## src/rtl/pmem_arbiter_if.sv

```systemverilog
// Bundle of every cache-side and memory-side signal around pmem_arbiter.
// The arbiter connects through the slave modport; the master modport is
// the combined view of the I-cache, D-cache and cacheline adaptor.
interface pmem_arbiter_if #(
  parameter int ADDR_W = 32,
  parameter int LINE_W = 256
);
  logic              icache_read;
  logic [ADDR_W-1:0] icache_addr;
  logic [LINE_W-1:0] icache_rdata;
  logic              icache_resp;

  logic              dcache_read;
  logic              dcache_write;
  logic [ADDR_W-1:0] dcache_addr;
  logic [LINE_W-1:0] dcache_wdata;
  logic [LINE_W-1:0] dcache_rdata;
  logic              dcache_resp;

  logic              pmem_read;
  logic              pmem_write;
  logic [ADDR_W-1:0] pmem_address;
  logic [LINE_W-1:0] pmem_wdata;
  logic [LINE_W-1:0] pmem_rdata;
  logic              pmem_resp;

  logic              busy;

  modport slave (
    input  icache_read, icache_addr,
    input  dcache_read, dcache_write, dcache_addr, dcache_wdata,
    input  pmem_rdata, pmem_resp,
    output icache_rdata, icache_resp,
    output dcache_rdata, dcache_resp,
    output pmem_read, pmem_write, pmem_address, pmem_wdata,
    output busy
  );

  modport master (
    output icache_read, icache_addr,
    output dcache_read, dcache_write, dcache_addr, dcache_wdata,
    output pmem_rdata, pmem_resp,
    input  icache_rdata, icache_resp,
    input  dcache_rdata, dcache_resp,
    input  pmem_read, pmem_write, pmem_address, pmem_wdata,
    input  busy
  );
endinterface

```

## src/rtl/pmem_arbiter.sv

```systemverilog
// Shares the single physical-memory port between the I-cache and D-cache.
// One whole-line transaction at a time; the winner's command is latched at
// grant and held until pmem_resp, and the response is routed to it alone.
// Optional feature: define PMEM_ARB_RR_EN to alternate grants between I
// and D on contention; otherwise D always beats I.
module pmem_arbiter #(
  parameter int ADDR_W = 32,
  parameter int LINE_W = 256
) (
  input  logic          clk,
  input  logic          rst,
  pmem_arbiter_if.slave bus
);

  typedef enum logic [1:0] {
    IDLE    = 2'd0,
    SERVE_I = 2'd1,
    SERVE_D = 2'd2
  } state_t;

  state_t            state_q, state_d;
  logic              read_q, read_d;
  logic              write_q, write_d;
  logic              lock_q, lock_d;
  logic [ADDR_W-1:0] addr_q, addr_d;
  logic [LINE_W-1:0] wdata_q, wdata_d;
`ifdef PMEM_ARB_RR_EN
  logic              last_d_q, last_d_d;
`endif

  logic d_req;
  logic i_req;
  logic grant_d;
  logic serving;

  // Decide who would win if a grant were made this cycle
  always_comb begin
    d_req   = bus.dcache_read | bus.dcache_write;
    i_req   = bus.icache_read;
    grant_d = 1'b0;
    if (lock_q && bus.dcache_read) begin
      grant_d = 1'b1;
    end else if (d_req && i_req) begin
`ifdef PMEM_ARB_RR_EN
      grant_d = ~last_d_q;
`else
      grant_d = 1'b1;
`endif
    end else begin
      grant_d = d_req;
    end
  end

  // Next-state logic: grant and latch in IDLE, return to IDLE on pmem_resp
  always_comb begin
    state_d  = state_q;
    read_d   = read_q;
    write_d  = write_q;
    addr_d   = addr_q;
    wdata_d  = wdata_q;
    lock_d   = 1'b0;
`ifdef PMEM_ARB_RR_EN
    last_d_d = last_d_q;
`endif
    case (state_q)
      IDLE: begin
        if (d_req || i_req) begin
          if (grant_d) begin
            state_d  = SERVE_D;
            write_d  = bus.dcache_write;
            read_d   = ~bus.dcache_write;
            addr_d   = bus.dcache_addr;
            wdata_d  = bus.dcache_wdata;
`ifdef PMEM_ARB_RR_EN
            last_d_d = 1'b1;
`endif
          end else begin
            state_d  = SERVE_I;
            write_d  = 1'b0;
            read_d   = 1'b1;
            addr_d   = bus.icache_addr;
            wdata_d  = '0;
`ifdef PMEM_ARB_RR_EN
            last_d_d = 1'b0;
`endif
          end
        end
      end
      SERVE_I, SERVE_D: begin
        if (bus.pmem_resp) begin
          state_d = IDLE;
          lock_d  = (state_q == SERVE_D) && write_q;
          read_d  = 1'b0;
          write_d = 1'b0;
        end
      end
      default: begin
        state_d = IDLE;
        read_d  = 1'b0;
        write_d = 1'b0;
      end
    endcase
  end

  // State and latched-command registers, cleared immediately on reset
  always_ff @(posedge clk or negedge rst) begin
    if (!rst) begin
      state_q  <= IDLE;
      read_q   <= 1'b0;
      write_q  <= 1'b0;
      lock_q   <= 1'b0;
      addr_q   <= '0;
      wdata_q  <= '0;
`ifdef PMEM_ARB_RR_EN
      last_d_q <= 1'b0;
`endif
    end else begin
      state_q  <= state_d;
      read_q   <= read_d;
      write_q  <= write_d;
      lock_q   <= lock_d;
      addr_q   <= addr_d;
      wdata_q  <= wdata_d;
`ifdef PMEM_ARB_RR_EN
      last_d_q <= last_d_d;
`endif
    end
  end

  // Drive the memory command from the latches and route the response back
  always_comb begin
    serving          = (state_q != IDLE);
    bus.busy         = serving;
    bus.pmem_read    = serving & read_q;
    bus.pmem_write   = serving & write_q;
    bus.pmem_address = serving ? addr_q : '0;
    bus.pmem_wdata   = serving ? wdata_q : '0;
    bus.icache_resp  = (state_q == SERVE_I) & bus.pmem_resp & bus.icache_read;
    bus.dcache_resp  = (state_q == SERVE_D) & bus.pmem_resp & d_req;
    bus.icache_rdata = bus.icache_resp ? bus.pmem_rdata : '0;
    bus.dcache_rdata = bus.dcache_resp ? bus.pmem_rdata : '0;
  end

endmodule

```

## src/flat_wrapper.sv

```systemverilog
// flat-port wrapper written by rule: the top's interface ports become plain ports
module pmem_arbiter_flat 
#(
  parameter int ADDR_W = 32,
  parameter int LINE_W = 256
)
  (clk, rst, bus_icache_read, bus_icache_addr, bus_dcache_read, bus_dcache_write, bus_dcache_addr, bus_dcache_wdata, bus_pmem_rdata, bus_pmem_resp, bus_icache_rdata, bus_icache_resp, bus_dcache_rdata, bus_dcache_resp, bus_pmem_read, bus_pmem_write, bus_pmem_address, bus_pmem_wdata, bus_busy);
  pmem_arbiter_if #(.ADDR_W(ADDR_W), .LINE_W(LINE_W)) bus_i ();
  input  logic clk;
  input  logic rst;
  input wire logic [$bits(bus_i.icache_read)-1:0] bus_icache_read;
  input wire logic [$bits(bus_i.icache_addr)-1:0] bus_icache_addr;
  input wire logic [$bits(bus_i.dcache_read)-1:0] bus_dcache_read;
  input wire logic [$bits(bus_i.dcache_write)-1:0] bus_dcache_write;
  input wire logic [$bits(bus_i.dcache_addr)-1:0] bus_dcache_addr;
  input wire logic [$bits(bus_i.dcache_wdata)-1:0] bus_dcache_wdata;
  input wire logic [$bits(bus_i.pmem_rdata)-1:0] bus_pmem_rdata;
  input wire logic [$bits(bus_i.pmem_resp)-1:0] bus_pmem_resp;
  output wire logic [$bits(bus_i.icache_rdata)-1:0] bus_icache_rdata;
  output wire logic [$bits(bus_i.icache_resp)-1:0] bus_icache_resp;
  output wire logic [$bits(bus_i.dcache_rdata)-1:0] bus_dcache_rdata;
  output wire logic [$bits(bus_i.dcache_resp)-1:0] bus_dcache_resp;
  output wire logic [$bits(bus_i.pmem_read)-1:0] bus_pmem_read;
  output wire logic [$bits(bus_i.pmem_write)-1:0] bus_pmem_write;
  output wire logic [$bits(bus_i.pmem_address)-1:0] bus_pmem_address;
  output wire logic [$bits(bus_i.pmem_wdata)-1:0] bus_pmem_wdata;
  output wire logic [$bits(bus_i.busy)-1:0] bus_busy;
  assign bus_i.icache_read = bus_icache_read;
  assign bus_i.icache_addr = bus_icache_addr;
  assign bus_i.dcache_read = bus_dcache_read;
  assign bus_i.dcache_write = bus_dcache_write;
  assign bus_i.dcache_addr = bus_dcache_addr;
  assign bus_i.dcache_wdata = bus_dcache_wdata;
  assign bus_i.pmem_rdata = bus_pmem_rdata;
  assign bus_i.pmem_resp = bus_pmem_resp;
  assign bus_icache_rdata = bus_i.icache_rdata;
  assign bus_icache_resp = bus_i.icache_resp;
  assign bus_dcache_rdata = bus_i.dcache_rdata;
  assign bus_dcache_resp = bus_i.dcache_resp;
  assign bus_pmem_read = bus_i.pmem_read;
  assign bus_pmem_write = bus_i.pmem_write;
  assign bus_pmem_address = bus_i.pmem_address;
  assign bus_pmem_wdata = bus_i.pmem_wdata;
  assign bus_busy = bus_i.busy;
  pmem_arbiter #(.ADDR_W(ADDR_W), .LINE_W(LINE_W)) u_core (.clk(clk), .rst(rst), .bus(bus_i));
endmodule
```

## config.mk

```make
export PLATFORM = sky130hd
export DESIGN_NAME = pmem_arbiter_flat
export DESIGN_NICKNAME = d
export VERILOG_FILES = /design/src/rtl/pmem_arbiter_if.sv /design/src/rtl/pmem_arbiter.sv /design/src/flat_wrapper.sv
export SDC_FILE = /design/constraint.sdc
export NUM_CORES = 1
export LEC_CHECK = 0
export ABC_CLOCK_PERIOD_IN_PS = 4550
export BUFFER_PORTS_ARGS = -buffer_cell sky130_fd_sc_hd__buf_4
export CORE_AREA = 2 2 537 539
export CTS_CLUSTER_SIZE = 40
export DETAILED_ROUTE_END_ITERATION = 8
export DIE_AREA = 0 0 539 541
export PLACE_DENSITY_LB_ADDON = 0.3
export SYNTH_ARGS = -nofsm -noshare
export SYNTH_HDL_FRONTEND = slang
export SYNTH_SLANG_ARGS = --single-unit
```

## constraint.sdc

```tcl
create_clock -name clk -period 4.55 [get_ports clk]
set_clock_uncertainty 0.1 [all_clocks]
set_input_delay 0.2275 -clock clk [delete_from_list [all_inputs] [get_ports clk]]
set_output_delay 0.2275 -clock clk [all_outputs]
set_load 0.02 [all_outputs]
```

Word level (Yosys, flattened, before mapping)
Index checks and enable logic that the tools add are counted.
{"block": "classes", "n_eq_ne": 4, "muxes": 21, "bitwise": 8, "n_reduce_logical": 9}
{"cell": "$mux 256", "n": 4}
{"cell": "$mux 32", "n": 2}
{"cell": "$mux 1", "n": 9}
{"cell": "$and 1x1->1", "n": 6}
{"cell": "$mux 2", "n": 3}
{"cell": "$pmux 1 s2", "n": 2}
{"cell": "$pmux 2 s2", "n": 1}
{"cell": "$reduce_and 2->1", "n": 2}
{"cell": "$logic_and 1x1->1", "n": 3}
{"cell": "$eq 2x1->1 const B", "n": 1}
{"cell": "$eq 2x2->1 const B", "n": 1}
{"cell": "$logic_not 2->1", "n": 1}
{"cell": "$ne 2x1->1 const B", "n": 1}
{"cell": "$ne 2x2->1 const B", "n": 1}
{"cell": "$reduce_bool 2->1", "n": 1}
{"cell": "$reduce_or 2->1", "n": 1}
{"cell": "$logic_or 1x1->1", "n": 1}
{"cell": "$not 1->1", "n": 1}
{"cell": "$or 1x1->1", "n": 1}
{"block": "totals", "register_bits": 293, "in_bits": 582, "out_inout_bits": 805}

Longest topological paths before layout
Gate-level depths: netlist of run 1.
{"block": "depth", "ltp_word": 7, "ltp_mapped": 7}

Worst setup path before layout of run 1
No wires, ideal clock.
{"block": "synth_timing", "kind": "register to output", "from": "register u_core.state_q[0]", "to": "output port bus_pmem_address[0]", "t_arrival_ns": 1.457, "required_time_ns": 4.223, "setup_slack_ns": 2.765, "path_stages_with_launch": 6, "cell_sequence": "dfrtp_1 -> inv_1 -> ha_1 -> clkbuf_1 -> clkbuf_1 -> nor2b_1"}
{"block": "synth_via", "elab_chain_len": 2}
{"item": "from (decl)", "line": "pmem_arbiter.sv:21", "text": "state_t state_q, state_d;"}
{"item": "from (signal assigned)", "line": "pmem_arbiter.sv:118", "text": "state_q <= state_d;"}
{"item": "$reduce_bool 2->1", "line": "pmem_arbiter.sv:132", "text": "serving = (state_q != IDLE);"}
{"item": "$mux 32", "line": "pmem_arbiter.sv:136", "text": "bus.pmem_address = serving ? addr_q : '0;"}
{"item": "to (decl)", "line": "flat_wrapper.sv:25", "text": "output wire logic [$bits(bus_i.pmem_address)-1:0] bus_pmem_address;"}
No other way between the ends.

Worst setup path in the final report of run 1
{"block": "layout_timing", "from": "register u_core.state_q[1]", "to": "output port bus_icache_rdata[232]"}
{"block": "layout_via", "elab_chain_len": 4}
{"item": "$eq 2x1->1", "line": "pmem_arbiter.sv:138", "text": "bus.icache_resp = (state_q == SERVE_I) & bus.pmem_resp & bus.icache_read;"}
{"item": "$and 1x1->1 (2 in series)", "line": "pmem_arbiter.sv:138"}
{"item": "$mux 256", "line": "pmem_arbiter.sv:140", "text": "bus.icache_rdata = bus.icache_resp ? bus.pmem_rdata : '0;"}
{"item": "to (decl)", "line": "flat_wrapper.sv:19", "text": "output wire logic [$bits(bus_i.icache_rdata)-1:0] bus_icache_rdata;"}
No other way between the ends.

==> insert_results.sql, run 1 <==
INSERT INTO impl_metrics (metric_group, metric, value, unit) VALUES
('synth', 'ys_warn_count', '0', ''),
('synth', 'ffs_latches_synth', '292', ''),
('synth', 'postSynthAreaPerCell', '9.95', 'um2'),
('hold_path', 'min-delay-start', 'bus_dcache_read', ''),
('placement', 'dpl.hpwl', '159000', 'um'),
('floorplanning', 'die_height', '541', 'um'),
('sta', 'setup_repair_after_global_routing_missed_its_margin', 'false', ''),
('clocking', 'cts_tree', 'built', ''),
('setup_path', 'cp_num_buf_inv', '3', ''),
('routing', 'antenna_left', '0', ''),
('sta', 'hold_slack', '0.0743', 'ns'),
('setup_path', 'crit-reg2reg-capture', 'u_core.wdata_q[51]$_DFFE_PN0P_', ''),
('pwr', 'vdd_ir_drop_max', '0.000681', 'V'),
('floorplanning', 'floorplan.core_area', '286000', 'um2'),
('synth', 'synthesis.instances', '1627', ''),
('setup_path', 'critical_path.max_fanout', '91', ''),
('routing', 'detail_route.first_pass.iterations', '5', ''),
('global_routing', 'pin_count_of_the_biggest_net_entering_global_routing', '139', ''),
('floorplanning', 'die_width', '539', 'um'),
('clocking', 'cts-root-to-sink-buffers', '3', ''),
('routing', 'drtIter0Drc', '1082', ''),
('synth', 'yosys.area.top_type', 'dfrtp_1', ''),
('setup_path', 'crit_path_frequent_cell', 'buf_4', ''),
('placement', 'routabilityCongestion', '0.903', ''),
('clocking', 'htree_levels', '2', ''),
('setup_path', 'worst_path_max_delay_cell', 'and3_4', ''),
('sta', 'post-route-period-util', '76.9', '%'),
('setup_path', 'cp.required', '4.22', 'ns'),
('setup_path', 'crit_path_end_kind', 'output pin', ''),
('synth', 'syn_area', '16200', 'um2'),
('synth', 'synth.area.top_cells', 'dfrtp_1, and2_1, a22o_1, nor2b_1, buf_4', ''),
('sta', 'clock.fmax', '286', 'MHz'),
('finish', 'nets', '3838', ''),
('routing', 'drt_drc_violations_left', '0', ''),
('global_routing', 'grt_first_pass_wirelength', '229000', 'um'),
('clocking', 'cts_setup_buffers', '0', ''),
('clocking', 'cts.root.buffer_cell', 'clkbuf_16', ''),
('run', 'drv_cap', '0', ''),
('global_routing', 'antenna_violations_before_repair', '139', ''),
('setup_path', 'critical_path.cell_chain', 'inv_1 -> ha_1 -> and3_4 -> buf_4 -> and2_1 -> buf_4', ''),
('global_routing', 'grt-ovfl-total', '0', ''),
('floorplanning', 'floorplan_row_count', '197', ''),
('clocking', 'worstSkewPairLatency', '0.61', 'ns'),
('synth', 'synth.lib_cells_used.distinct', '27', ''),
('sta', 'setup_viol_count_final', '0', ''),
('floorplanning', 'design.portCount', '1387', ''),
('finish', 'post_route_cells_drive_above_1_share', '45.3', '%'),
('setup_path', 'crit_path_start_kind', 'flip-flop', ''),
('setup_path', 'slowest_delay', '0.74', 'ns'),
('hold_path', 'hold_path_end', 'u_core.write_q$_DFFE_PN0P_', ''),
('outcome', 'outcome', 'finished clean', ''),
('hold_path', 'hold_path_depth', '4', ''),
('clocking', 'clkSlewWorstSetupHoldPaths', '0.06', 'ns'),
('placement', 'io_buffers', '1386', ''),
('sta', 'maxSlewHeadroom', '22.7', '%'),
('setup_path', 'reg2reg_setup_slack', '2.10', 'ns'),
('clocking', 'cts_made_buffers', '41', ''),
('clocking', 'cts.hold.buffers_added', '326', ''),
('setup_path', 'crit_family', 'simple AND/OR/NAND/NOR gates', ''),
('routing', 'routed_via_density', '2.78', ''),
('clocking', 'clkSinkCount', '292', ''),
('clocking', 'post_cts_resize_count', '0', ''),
('synth', 'synth_top_area_share', '45.1', '%'),
('pwr', 'power_per_cell_area', '574', 'nW/um2'),
('sta', 'tightestPinTransition', '1.16', 'ns'),
('routing', 'num_vias', '19700', ''),
('setup_path', 'worstReg2RegStart', 'u_core.state_q[1]$_DFFE_PN0P_', ''),
('sta', 'tns', '0', 'ns'),
('routing', 'detail_route.wl_per_cell', '25.8', 'um'),
('finish', 'areaGrowthSynthToFinish', '120', '%'),
('hold_path', 'hp-class', 'input pin to flip-flop', ''),
('sta', 'final_hold_viol_count', '0', ''),
('pwr', 'static-leakage-power', '0.0164', 'uW'),
('synth', 'seq_area_frac_synth', '45.1', '%'),
('setup_path', 'worst_r2r_path_depth', '6', ''),
('global_routing', 'grt_usage', '12.0', '%'),
('routing', 'route.final.wire_length', '183000', 'um'),
('setup_path', 'setup.worst_path.class', 'flip-flop to output pin', ''),
('sta', 'layout_min_cycle_time', '3.50', 'ns'),
('floorplanning', 'die_area', '292000', 'um2'),
('synth', 'synth_nets', '2212', ''),
('setup_path', 'worstPathArrival', '3.17', 'ns'),
('sta', 'slew_viol_final', '0', ''),
('global_routing', 'first_global_vias', '20600', ''),
('floorplanning', 'initial_util', '5.65', '%');
## cell usage after synthesis
| cell type | count |
|---|---|
| and2_1 | 512 |
| dfrtp_1 | 292 |
| nor2b_1 | 289 |
| a22o_1 | 257 |
| clkbuf_1 | 58 |
| buf_4 | 48 |
| buf_2 | 45 |
| nand2_1 | 34 |
| mux2i_1 | 32 |
| o21ai_0 | 31 |
| a21oi_1 | 4 |
| clkbuf_2 | 3 |
| ha_1 | 3 |
| inv_1 | 3 |
| nand2b_1 | 2 |
| nor2_4 | 2 |
| o21ai_1 | 2 |
| a2bb2oi_1 | 1 |
| and3_1 | 1 |
| buf_1 | 1 |
| buf_6 | 1 |
| inv_2 | 1 |
| nor2_1 | 1 |
| nor2_8 | 1 |
| o22ai_1 | 1 |
| o31ai_4 | 1 |
| or2_2 | 1 |
## cell families after synthesis
group	count (synthesis)	share of synthesized area, %
simple gates	843	32.2
compound gates	297	15.3
flops	292	45.1
buf+inv	160	5.24
mux	32	1.98
fa+ha+maj	3	0.232
## metal layers
layer	up-vias	track usage, %	wire (um)
met3	331	5.16	18900
met4	6	3.88	7210
met1	9499	13.8	72200
li1	8695	-	-
met5	-	0	41
met2	1182	19.9	84700
## worst max path at each step
stage | startpoint | to | slack (ns) | cells after the start
after floorplan | u_core.state_q[0]$_DFFE_PN0P_ | bus_pmem_address[0] | 2.77 | 5
after global placement | u_core.state_q[1]$_DFFE_PN0P_ | bus_icache_rdata[232] | 1.68 | 6
after detailed placement | u_core.state_q[1]$_DFFE_PN0P_ | bus_icache_rdata[232] | 1.70 | 6
after CTS | u_core.state_q[1]$_DFFE_PN0P_ | bus_icache_rdata[74] | 1.0 | 6
after global routing | u_core.state_q[1]$_DFFE_PN0P_ | bus_icache_rdata[232] | 0.87 | 6
final | u_core.state_q[1]$_DFFE_PN0P_ | bus_icache_rdata[232] | 1.05 | 6
## cell usage in the layout, fill, tap and decap left out, types with 4 or more instances in the layout
cell type      count
buf_4           1401
a22o_1           257
nor2b_1          289
clkbuf_1           7
and2_1           512
clkinv_2          10
diode_2           35
nand2_1           34
a21oi_1            4
mux2i_1           32
dfrtp_1          292
dlygate4sd3_1    326
buf_12            11
bufinv_16          4
clkbuf_16         41
inv_6              5
o21ai_0           31
## tightest hold or removal path, cell delays in order
cell and delay [ns]:
buf_4 0.13, or2_2 0.13, a2bb2oi_1 0.15, o22ai_1 0.09
## registers in the layout (all words and copies together), names as in the netlist
signal,flops
u_core.wdata_q,256
u_core.state_q,2
u_core.write_q,1
u_core.read_q,1
u_core.addr_q,32
## power by group
group,switching [uW],total [uW],internal (uW)
Combinational,7430,12100,4630
Sequential,1090,4940,3850
Clock,1470,3420,1950
## final cells by class
| cell class | instances | area [um2] |
|---|---|---|
| Multi-Input combinational cell | 1175 | 8060 |
| Sequential cell | 292 | 7310 |
| Clock buffer | 51 | 1090 |
| Inverter | 4 | 15.0 |
| Fill cell | 33000 | 251000 |
| Clock inverter | 23 | 250 |
| Timing Repair Buffer | 1739 | 14000 |
| Tap cell | 3781 | 4730 |
| Antenna cell | 35 | 87.6 |
## per-stage QoR
stage	worst slack [ns]	utilization (%)	cell area, um2	cells	total power (uW)
3_3_place_gp	1.68	10.8	30900	6665	17100
4_1_cts	0.997	12.4	35500	7065	20900
3_5_place_dp	1.70	10.8	30900	6665	17000
5_1_grt	0.872	12.4	35500	7082	21900
2_1_floorplan	2.77	-	16200	1627	10600
6_report	1.05	12.4	35600	7100	20400
No activity file was read; power rests on OpenSTA's default activity.
==> run 2, diff against run 1 <==
ABC_AREA = 1   (was unset)
ABC_CLOCK_PERIOD_IN_PS = 3500   (was 4550)
CORE_AREA = 2 2 533 535   (was 2 2 537 539)
DIE_AREA = 0 0 535 537   (was 0 0 539 541)
clock period = 3.5 ns   (was 4.55 ns; I/O delays follow)
==> run 2 against run 1 <==
  * Count of clock-buffer cells in the layout rose by 4
  * Sequential power up 22%
  * Synthesized cell count is 72% higher
  * Via count up 23%
  * Combinational power is 22% higher
  * Final area up 3.0%
  * Critical endpoint is now bus_dcache_rdata[108]
==> insert_results.sql, run 2 <==
INSERT INTO impl_metrics (metric_group, metric, value, unit) VALUES
('floorplanning', 'die_width', '535', 'um'),
('setup_path', 'critical_path.cell_chain', 'inv_1 -> ha_2 -> nand3_4 -> buf_4 -> nor2_1 -> buf_4', ''),
('synth', 'seq_area_frac_synth', '43.2', '%'),
('setup_path', 'setup.worst_path.class', 'flip-flop to output pin', ''),
('sta', 'post-route-period-util', '98.2', '%'),
('synth', 'ys_warn_count', '0', ''),
('finish', 'regArea', '7310', 'um2'),
('sta', 'slew_viol_final', '0', ''),
('synth', 'synthesis.instances', '2792', ''),
('setup_path', 'slowest_delay', '0.47', 'ns'),
('setup_path', 'cp.required', '3.22', 'ns'),
('clocking', 'cts.root.buffer_cell', 'clkbuf_16', ''),
('clocking', 'worstSkewPairLatency', '0.58', 'ns'),
('placement', 'routabilityCongestion', '0.998', ''),
('pwr', 'static-leakage-power', '0.0202', 'uW'),
('floorplanning', 'die_area', '287000', 'um2'),
('finish', 'mostFrequentLayoutCell', 'buf_4', ''),
('global_routing', 'antenna_violations_before_repair', '68', ''),
('setup_path', 'reg2reg_setup_slack', '1.06', 'ns'),
('synth', 'number_of_synthesized_flops_with_an_enable_pin', '0', ''),
('setup_path', 'cp_num_buf_inv', '3', ''),
('outcome', 'outcome', 'finished clean', ''),
('run', 'drv_cap', '0', ''),
('floorplanning', 'die_height', '537', 'um'),
('pwr', 'vdd_ir_drop_max', '0.000453', 'V'),
('global_routing', 'grt-ovfl-total', '0', ''),
('floorplanning', 'initial_util', '6.01', '%'),
('clocking', 'cts_setup_buffers', '0', ''),
('setup_path', 'worst_path_max_delay_cell', 'ha_2', ''),
('setup_path', 'crit_path_frequent_cell', 'buf_4', ''),
('placement', 'io_buffers', '1386', ''),
('clocking', 'cts-root-to-sink-buffers', '3', ''),
('sta', 'clock.fmax', '291', 'MHz'),
('clocking', 'cts_tree', 'built', ''),
('synth', 'syn_area', '16900', 'um2'),
('synth', 'yosys.area.top_type', 'dfrtp_1', ''),
('finish', 'nets', '5037', ''),
('sta', 'finalWorstSetupSlack', '0.0647', 'ns'),
('setup_path', 'crit_path_start_kind', 'flip-flop', ''),
('routing', 'drt_drc_violations_left', '0', ''),
('routing', 'num_vias', '24300', ''),
('setup_path', 'worstPathArrival', '3.16', 'ns'),
('synth', 'synth.most_common_cell', 'nand2_1', ''),
('pwr', 'power_per_cell_area', '688', 'nW/um2'),
('sta', 'setup_viol_count_final', '0', ''),
('finish', 'largest_registers', 'u_core.wdata_q x256, u_core.addr_q x32, u_core.state_q x2', ''),
('placement', 'place_worst_setup_slack', '0.706', 'ns'),
('sta', 'tightestPinTransition', '1.05', 'ns'),
('global_routing', 'grt_usage', '12.9', '%'),
('clocking', 'cts_made_buffers', '39', ''),
('routing', 'antenna_left', '0', ''),
('floorplanning', 'design.portCount', '1387', ''),
('clocking', 'clkSinkCount', '292', ''),
('routing', 'routed_via_density', '2.95', ''),
('finish', 'layout_cells_excl_fill', '8235', ''),
('finish', 'areaGrowthSynthToFinish', '116', '%'),
('routing', 'detail_route.wl_per_cell', '23.8', 'um'),
('finish', 'filler_cell_count', '32900', ''),
('finish', 'largest_register', 'u_core.wdata_q', ''),
('sta', 'final_hold_viol_count', '0', ''),
('global_routing', 'grt_first_pass_wirelength', '246000', 'um'),
('global_routing', 'pin_count_of_the_biggest_net_entering_global_routing', '103', ''),
('finish', 'post_route_cells_drive_above_1_share', '33.9', '%'),
('setup_path', 'crit_path_end_kind', 'output pin', ''),
('clocking', 'htree_levels', '2', ''),
('finish', 'largest_reg_flops', '256', ''),
('sta', 'tns', '0', 'ns'),
('synth', 'synth_nets', '3377', ''),
('placement', 'dpl.hpwl', '172000', 'um'),
('floorplanning', 'floorplan_row_count', '195', ''),
('finish', 'final_cell_mix', 'buf_4, nand2_1, nor2_1', ''),
('floorplanning', 'floorplan.core_area', '281000', 'um2'),
('synth', 'synth.lib_cells_used.distinct', '13', ''),
('routing', 'route.final.wire_length', '196000', 'um'),
('synth', 'synth.area.top_cells', 'dfrtp_1, nand2_1, nor2_1, inv_1, buf_2', ''),
('setup_path', 'crit_family', 'simple AND/OR/NAND/NOR gates', ''),
('synth', 'synth.top_cells.by_count', 'nand2_1, nor2_1, inv_1', ''),
('synth', 'ys.flop_type', 'dfrtp_1', ''),
('global_routing', 'first_global_vias', '24800', ''),
('sta', 'maxSlewHeadroom', '29.9', '%'),
('finish', 'multi_input_combinational_cell_area', '6850', 'um2'),
('sta', 'layout_min_cycle_time', '3.44', 'ns'),
('synth', 'synth_top_area_share', '43.2', '%'),
('routing', 'drtIter0Drc', '1510', ''),
('setup_path', 'critical_path.max_fanout', '20', ''),
('hold_path', 'hp-class', 'input pin to asynchronous set/reset pin', ''),
('synth', 'async_reset_ff_share', '100', '%'),
('clocking', 'clkSlewWorstSetupHoldPaths', '0.06', 'ns'),
('placement', 'dpl.cell_count', '7824', ''),
('routing', 'detail_route.first_pass.iterations', '7', ''),
('synth', 'ffs_latches_synth', '292', ''),
('synth', 'postSynthAreaPerCell', '6.06', 'um2');
-- run 2: changes by cell type in the layout (fill, tap and decap cells not counted), moves of 25 or more --
cell     delta
buf_4      +29
nand2_1   +937
mux2i_1    -32
nor2_1    +801
inv_1     +553
a22o_1    -257
and2_1    -512
diode_2    -25
nor2b_1   -289
o21ai_0    -31
-- run 2: final cells by class --
class | instances | share of cell area, %
timing repair buffer | 1774 | 39.1
inverter | 556 | 5.70
clock inverter | 16 | 0.557
antenna | 10 | 0.0683
tap | 3743 | 12.8
clock buffer | 55 | 3.08
multi-input combinational | 1789 | 18.7
sequential | 292 | 20.0
-- run 2: final timing paths --
| path | start | to | depth (start not counted) |
|---|---|---|---|
| max | u_core.state_q[0]$_DFFE_PN0P_ | bus_dcache_rdata[108] | 6 |
| min | rst | u_core.wdata_q[56]$_DFFE_PN0P_ | 2 |
| max reg2reg | u_core.state_q[0]$_DFFE_PN0P_ | u_core.addr_q[4]$_DFFE_PN0P_ | 6 |
| min reg2reg | u_core.wdata_q[181]$_DFFE_PN0P_ | u_core.wdata_q[181]$_DFFE_PN0P_ | 2 |
| max in group asynchronous | rst | u_core.wdata_q[138]$_DFFE_PN0P_ | 3 |
| min in group clk | bus_dcache_wdata[165] | u_core.wdata_q[165]$_DFFE_PN0P_ | 4 |
-- run 2: what timing repair did --
item	CTS	global route
hold buffers	328	0
resized for setup	0	3
hold endpoints to repair	357	0
setup endpoints to repair	0	1
-- run 2: cells by family (layout without fill, tap and decap cells) --
logic type | after synthesis | after routing | share of synthesized area (%)
flip-flops | 292 | 292 | 43.2
other | 0 | 10 | 0
buffers and inverters | 713 | 2401 | 16.8
AND/OR/NAND/NOR | 1784 | 1786 | 39.8
adder cells (fa/ha/maj) | 3 | 3 | 0.222
-- run 2: through the flow --
stage	utilization (%)	hold slack, ns	area [um2]	power (uW)
2_1_floorplan	-	-0.221	16900	12500
3_3_place_gp	11.4	0.135	31900	20900
3_5_place_dp	11.4	0.137	31900	20900
4_1_cts	13.0	0.0460	36600	25800
5_1_grt	13.0	0.0417	36600	27100
6_report	13.0	0.0270	36600	25200
-- run 2: metal layers --
| layer | GRT usage, % | vias up | share of wire, % |
|---|---|---|---|
| li1 | - | 11100 | - |
| met1 | 16.2 | 11700 | 42 |
| met2 | 21.2 | 1260 | 46 |
| met3 | 3.92 | 242 | 8.7 |
| met4 | 3.31 | 12 | 3.2 |
| met5 | 0 | - | 0.040 |
-- run 2: power breakdown --
group | total (uW) | internal (uW) | leakage [uW] | switching, uW
clock network | 4320 | 2550 | 0.000653 | 1770
logic | 14800 | 4650 | 0.0159 | 10200
registers | 6040 | 4980 | 0.00362 | 1060
